[config.mk]
export PLATFORM = sky130hd
export DESIGN_NAME = audio_adc_44_1khz
export DESIGN_NICKNAME = d
export VERILOG_FILES = /design/src/rtl/audio_adc_44_1khz_pkg.sv /design/src/rtl/audio_adc_44_1khz_channel.sv /design/src/rtl/audio_adc_44_1khz.sv
export SDC_FILE = /design/constraint.sdc
export NUM_CORES = 1
export LEC_CHECK = 0
export CAP_MARGIN = 20
export CORE_MARGIN = 1.5
export CORE_UTILIZATION = 40
export CTS_CLUSTER_DIAMETER = 120
export CTS_CLUSTER_SIZE = 25
export DETAILED_ROUTE_END_ITERATION = 7
export SLEW_MARGIN = 30
export SYNTH_ARGS = -nofsm -noshare
export SYNTH_HDL_FRONTEND = slang
export SYNTH_SLANG_ARGS = --single-unit
[constraint.sdc]
create_clock -name clk -period 4.6 [get_ports clk]
set_input_delay 1.15 -clock clk [delete_from_list [all_inputs] [get_ports clk]]
set_output_delay 1.15 -clock clk [all_outputs]
set_load 0.02 [all_outputs]
[src/rtl/audio_adc_44_1khz_pkg.sv]
// Shared definitions for the stereo sigma-delta audio input: default PCM width,
// channel count and the sequencing states.
package audio_adc_44_1khz_pkg;

    localparam int AUDIO_BITS_DEFAULT = 12;
    localparam int NUM_CH             = 2;

    typedef enum logic [1:0] {
        ST_IDLE   = 2'd0,
        ST_SETTLE = 2'd1,
        ST_RUN    = 2'd2
    } state_t;

endpackage

[src/rtl/audio_adc_44_1khz_channel.sv]
// One sigma-delta channel: comparator synchroniser, 1-bit feedback register and
// a boxcar accumulator whose window total is saturated to AUDIO_BITS.
module audio_adc_44_1khz_channel
    import audio_adc_44_1khz_pkg::*;
#(
    parameter int AUDIO_BITS = AUDIO_BITS_DEFAULT
) (
    input  logic                  clk,
    input  logic                  aclr,
    input  logic                  cmp,
    input  logic                  clear,
    input  logic                  end_of_window,
    output logic                  fb,
    output logic [AUDIO_BITS-1:0] result
);

    logic                s1_reg;
    logic                s2_reg;
    logic                fb_reg;
    logic [AUDIO_BITS:0] acc_reg;
    logic [AUDIO_BITS:0] sum_next;

    // The window total includes the bit being fed back on the closing edge.
    assign sum_next = acc_reg + {{AUDIO_BITS{1'b0}}, s2_reg};
    assign result   = sum_next[AUDIO_BITS] ? {AUDIO_BITS{1'b1}} : sum_next[AUDIO_BITS-1:0];
    assign fb       = fb_reg;

    always_ff @(posedge clk) begin
        if (aclr) begin
            s1_reg  <= 1'b0;
            s2_reg  <= 1'b0;
            fb_reg  <= 1'b0;
            acc_reg <= '0;
        end else begin
            s1_reg <= cmp;
            s2_reg <= s1_reg;
            fb_reg <= s2_reg;
            if (clear || end_of_window) begin
                acc_reg <= '0;
            end else begin
                acc_reg <= sum_next;
            end
        end
    end

endmodule

[src/rtl/audio_adc_44_1khz.sv]
// Stereo 1-bit sigma-delta audio input: window sequencing, decimated sample
// register and the valid/overrun handshake towards the consumer.
module audio_adc_44_1khz
    import audio_adc_44_1khz_pkg::*;
#(
    parameter int AUDIO_BITS = AUDIO_BITS_DEFAULT
) (
    input  logic                    clk,
    input  logic                    aclr,
    input  logic                    enable,
    input  logic                    left_cmp,
    input  logic                    right_cmp,
    output logic                    left_fb,
    output logic                    right_fb,
    input  logic                    rreq,
    output logic [2*AUDIO_BITS-1:0] sample,
    output logic                    valid,
    output logic                    overrun
);

    state_t                  state_reg;
    logic [AUDIO_BITS-1:0]   wcnt_reg;
    logic [2*AUDIO_BITS-1:0] sample_reg;
    logic                    valid_reg;
    logic                    overrun_reg;

    logic                    wcnt_max;
    logic                    ch_clear;
    logic                    ch_eow;
    logic                    run_eow;
    logic [NUM_CH-1:0]       cmp_vec;
    logic [NUM_CH-1:0]       fb_vec;
    logic [AUDIO_BITS-1:0]   result_arr [NUM_CH];

    assign wcnt_max = &wcnt_reg;
    assign ch_clear = (state_reg == ST_IDLE) || !enable;
    assign ch_eow   = enable && (state_reg != ST_IDLE) && wcnt_max;
    assign run_eow  = ch_eow && (state_reg == ST_RUN);

    // Index 1 is the left channel so the packed sample keeps left in the upper half.
    assign cmp_vec  = {left_cmp, right_cmp};
    assign left_fb  = fb_vec[1];
    assign right_fb = fb_vec[0];

    generate
        for (genvar gi = 0; gi < NUM_CH; gi++) begin : g_ch
            audio_adc_44_1khz_channel #(
                .AUDIO_BITS(AUDIO_BITS)
            ) u_ch (
                .clk          (clk),
                .aclr         (aclr),
                .cmp          (cmp_vec[gi]),
                .clear        (ch_clear),
                .end_of_window(ch_eow),
                .fb           (fb_vec[gi]),
                .result       (result_arr[gi])
            );
        end
    endgenerate

    always_ff @(posedge clk) begin
        if (aclr) begin
            state_reg   <= ST_IDLE;
            wcnt_reg    <= '0;
            sample_reg  <= '0;
            valid_reg   <= 1'b0;
            overrun_reg <= 1'b0;
        end else begin
            if (!enable) begin
                state_reg <= ST_IDLE;
                wcnt_reg  <= '0;
            end else begin
                case (state_reg)
                    ST_IDLE: begin
                        state_reg <= ST_SETTLE;
                        wcnt_reg  <= '0;
                    end
                    ST_SETTLE: begin
                        wcnt_reg <= wcnt_reg + 1'b1;
                        if (wcnt_max) begin
                            state_reg <= ST_RUN;
                        end
                    end
                    ST_RUN: begin
                        wcnt_reg <= wcnt_reg + 1'b1;
                    end
                    default: begin
                        state_reg <= ST_IDLE;
                        wcnt_reg  <= '0;
                    end
                endcase
            end

            // A fresh result wins over a same-cycle read; overrun only if the old one went unread.
            if (run_eow) begin
                sample_reg <= {result_arr[1], result_arr[0]};
                valid_reg  <= 1'b1;
                if (valid_reg && !rreq) begin
                    overrun_reg <= 1'b1;
                end
            end else if (rreq && valid_reg) begin
                valid_reg <= 1'b0;
            end
        end
    end

    assign sample  = sample_reg;
    assign valid   = valid_reg;
    assign overrun = overrun_reg;

endmodule
# Word level (Yosys, flattened, before mapping)
# Cells that the tools add are included.
[word_totals] register_bits=72 in_bits=6 word_cells=47
[op_classes] addsub=3 n_eq_ne=3 muxes=6 bitwise_logic=3 n_reduce_logical=19
[ops] op="adder 13 x 1 -> 13 bit" n=2
[ops] op="two-way mux 12 bit" n=2
[ops] op="adder 12 x 1 -> 12 bit, second input constant" n=1
[ops] op="AND reduction 12 bit" n=1
[ops] op="case mux 2 bit (3 select lines)" n=1
[ops] op="OR reduction 2 bit" n=3
[ops] op="logical AND 1 bit" n=5
[ops] op="AND reduction 2 bit" n=2
[ops] op="nonzero test 2 bit" n=2
[ops] op="inverter 1 bit" n=3
[ops] op="OR reduction 3 bit" n=1
[ops] op="== test 2 x 1 -> 1 bit, second input constant" n=1
[ops] op="== test 2 bit, second input constant" n=1
[ops] op="zero test 1 bit" n=2
[ops] op="zero test 2 bit" n=1
[ops] op="logical OR 1 bit" n=2
[ops] op="two-way mux 1 bit" n=2
[ops] op="two-way mux 2 bit" n=1
[ops] op="inequality test 2 bit, second input constant" n=1

# Logic depth before layout (Yosys ltp)
[depth] depth_word=5 depth_mapped=8 ltp_nobuf=6

# By module
# From an unflattened synthesis, not the netlist that was laid out.
[unflattened] cells_unflattened=321 hier_area_um2=3105.5
[modules_own_cells] mod="audio_adc_44_1khz" instances=1 cells_per_inst=157 area_each_um2=1631.6 seq_area_each_um2=800.8
[modules_own_cells] mod="audio_adc_44_1khz_channel" instances=2 cells_per_inst=82 area_each_um2=737.0 seq_area_each_um2=320.3

# Worst setup path before layout
# OpenSTA, ideal clock, no wires.
[synth_timing] path_type="input port to flip-flop" start="in enable" end="reg sample_reg[14], in the netlist sample[14]" arrival_ns=2.156 t_required_ns=4.514 setup_slack_ns=2.358 path_stages=6 n_path_buf=2 cell_sequence="and4b_1 and4_1 buf_2 nor3b_2 buf_6 a211oi_1"
[synth_via] elab_chain_cells=3
[synth_lines] element="from (decl)" line="audio_adc_44_1khz.sv:10" text="input logic enable,"
[synth_lines] element="logical AND 1 bit (2 in series)" line="audio_adc_44_1khz.sv:37" text="assign ch_eow = enable && (state_reg != ST_IDLE) && wcnt_max;"
[synth_lines] element="logical AND 1 bit" line="audio_adc_44_1khz.sv:38" text="assign run_eow = ch_eow && (state_reg == ST_RUN);"
[synth_lines] element="to (signal assigned)" line="audio_adc_44_1khz.sv:96" text="sample_reg <= {result_arr[1], result_arr[0]};"
[synth_lines] element="to (decl)" line="audio_adc_44_1khz.sv:23" text="logic [2*AUDIO_BITS-1:0] sample_reg;"
# No other way between the ends.
# A chain may end at the register's enable or synchronous reset.

# Final worst setup path
[layout_timing] start="in enable" end="reg sample_reg[21], in the netlist sample[21]"
# The elaborated chain is that of the path after synthesis.

==> results.cfg <==
[cells_and_area]
fin_nets = 354
multi_input_area_sq_um = 1310
n_antenna_cell = 0
seq_area_sq_um = 1440
area_delta_synth_final_pct = 23.6
drive_gt1_share_pct = 7.25
mostFrequentLayoutCell = dfxtp_1
fin_area_sq_um = 3520
final_cell_mix = dfxtp_1, nor2_1, clkdlybuf4s50_1
nFillCells = 671
largest_register_ffs = 26

[setup_path]
setup.worst_path.start = enable
r2r_cells = 7
reg2reg_from = state_reg[0]$_SDFFE_PP0P_
worstReg2RegEnd = sample[21]$_SDFFE_PP0P_
start_kind = primary input
endpoint_kind = flip-flop
cp-endpoint = sample[21]$_SDFFE_PP0P_
path_class = primary input to flip-flop
cp_data_required_time_ns = 4.79
cp.arrival_ns = 3.23
rrSetupSlack_ns = 2.15
cp_max_fo = 27

[global_route]
antenna_found_initial = 0
grt_usage_pct = 15.6
grt_overflow_total = 0
grt_pass1_vias = 2031
grt_pass1_wl_mm = 9.21
grt_max_degree = 35

[floorplanning]
die_area_sq_um = 7640
initial_core_util_pct = 41.7
rows = 30
die_h_um = 87.4
die_w_um = 87.4
ios = 34
core_sq_um = 6830

[synthesis]
synth_seq_area_share_pct = 50.6
syn_nets = 320
syn-cell-area_sq_um = 2850
synth.distinct_cells = 35
yosysTopAreaCell = dfxtp_1
synth_simple_gate_area_share_pct = 21.6
synth-compound-area-share_pct = 11.6
synth-xor-area-share_pct = 8.91
synth_area_leaders = dfxtp_1, nor2_1, xnor2_1
synth_top_area_share_pct = 50.6
synth.mux.area_fraction_pct = 0
synthAdderAreaFrac_pct = 3.51
yosys_register_bits = 72
avgSynthCellArea_sq_um = 9.31
synth_top_family_by_area = simple AND/OR/NAND/NOR gates
synthCells = 306
yosys_warnings = 0

[cts]
cts_setup_buffers = 0
cts_buffer_depth = 2
cts-htree-levels = 3
post_cts_resize_count = 0
root_buffer = clkbuf_8
clock_latency_ns = 0.34
clock_sinks = 72
cts_buffers = 9
path_clk_slew_ns = 0.08
hold_buffers = 0
cts_tree = built

[power]
clock_power_share_pct = 48.7
p_seq_share_pct = 49.5
p_int_mw = 1.01
power.share.switching_pct = 20.0
p_per_area_nw_per_um2 = 360
leakage_nw = 1.24
vdd_drop_max_mv = 0.192
switchingPower_mw = 0.253
pwr-share-comb_pct = 1.9

[sta]
finalMaxSlewViolations = 0
layout_min_cycle_time_ns = 3.04
relSlewSlack_pct = 48.8
skew_ns = 0.00797
fmax_mhz = 329
grt_setup_unrepaired = no
setup_viol = 0
fin_tns_setup_ns = 0
finalCritPeriodShare_pct = 66.0
hold_viol_final = 0
tightest_slew_ns = 0.765

[place]
io_buffer_count = 33
dpl_cell_area_sq_um = 3270
place_congestion = 0.794
dp_hpwl_mm = 3.63

[route]
antenna_left = 0
drc = 0
first_pass_iters = 4
num_vias = 2185
wire_per_inst_um = 12.5
routed_via_density = 4.95
drt-initial-drc-count = 78
wirelength_mm = 5.50

[hold_path]
hold_class = flip-flop to flip-flop

[flow_run]
drv_cap = 0

[status]
status = complete, no violations
[stage by stage]
stage / hold WS [ns] / cells / worst slack [ns] / power, mW / utilization, %
CTS: 0.443 / 441 / 1.48 / 1.28 / 51.5
floorplan: 0.413 / 306 / 2.36 / 0.656 / -
finish: 0.436 / 441 / 1.56 / 1.27 / 51.6
global route: 0.467 / 441 / 1.42 / 1.31 / 51.6
detailed placement: 0.429 / 425 / 1.12 / 0.666 / 47.8
global placement: 0.418 / 425 / 1.19 / 0.665 / 47.7
[worst min path at each step]
stage	startpoint	to	slack, ns	cells past startpoint
floorplan	wcnt_reg[0]$_SDFF_PP0_	wcnt_reg[0]$_SDFF_PP0_	0.41	1
global placement	g_ch[1].u_ch.s1_reg$_SDFF_PP0_	g_ch[1].u_ch.s2_reg$_SDFF_PP0_	0.42	1
detailed placement	g_ch[1].u_ch.s1_reg$_SDFF_PP0_	g_ch[1].u_ch.s2_reg$_SDFF_PP0_	0.43	1
CTS	g_ch[1].u_ch.s1_reg$_SDFF_PP0_	g_ch[1].u_ch.s2_reg$_SDFF_PP0_	0.44	1
global route	g_ch[1].u_ch.s1_reg$_SDFF_PP0_	g_ch[1].u_ch.s2_reg$_SDFF_PP0_	0.47	1
finish	g_ch[1].u_ch.s1_reg$_SDFF_PP0_	g_ch[1].u_ch.s2_reg$_SDFF_PP0_	0.44	1
[cell type report]
class / instances / share of cell area [%]
clock buffers: 10 / 3.91
repair buffers: 36 / 10.0
multi-input cells: 209 / 37.2
inverters: 12 / 1.28
flip-flops and latches: 72 / 40.9
clock inverters: 6 / 3.27
well taps: 96 / 3.41
[power groups by stage]
stage          Combinational [mW]  Sequential, mW  Clock (mW)
2_1_floorplan              0.0137           0.642           0
3_3_place_gp               0.0236           0.642           0
3_5_place_dp               0.0241           0.642           0
4_1_cts                    0.0240           0.627       0.632
5_1_grt                    0.0266           0.627       0.660
6_report                   0.0237           0.627       0.617
[worst max-delay path, stage by stage]
cell,delay [ns]
clkdlybuf4s50_1,0.51
and4b_1,0.20
and4_1,0.19
buf_4,0.30
nor3b_2,0.70
a211oi_1,0.16
[synthesized netlist by cell type]
library cell  number
buf_6              1
and4b_1            1
nor2b_1            7
nor4_1             4
ha_1               8
nand2b_1           1
a41oi_1            1
and4_1             2
nand4_1            6
nand4_4            1
and2_1             1
xnor2_1           21
buf_2              5
a31oi_1           13
a21oi_1            4
xor2_1             8
clkbuf_1           7
nand3b_1           1
nand2_1           14
dfxtp_1           72
inv_1             12
o21bai_1          12
o211a_1            1
o21ai_0            4
and4_2             1
nor3b_1            1
and3_1             6
or3b_2             1
o41a_1             1
nor3_1             6
nand3_1           11
nor3b_2            1
nor2_1            57
or3_1              2
a211oi_1          12
[per-layer routing]
metal	share of wire [%]	track usage, %
met5	0	0
met4	1.3	5.63
met3	3.1	5.12
met2	48	26.2
met1	48	18.7
[cells by family after synthesis]
family / after synthesis
flip-flops: 72
adder cells (fa/ha/maj): 8
AO/OA/AOI/OAI: 48
AND/OR/NAND/NOR: 124
buffers and inverters: 25
XOR/XNOR: 29
Note: power is estimated with default switching activity, not from simulation.
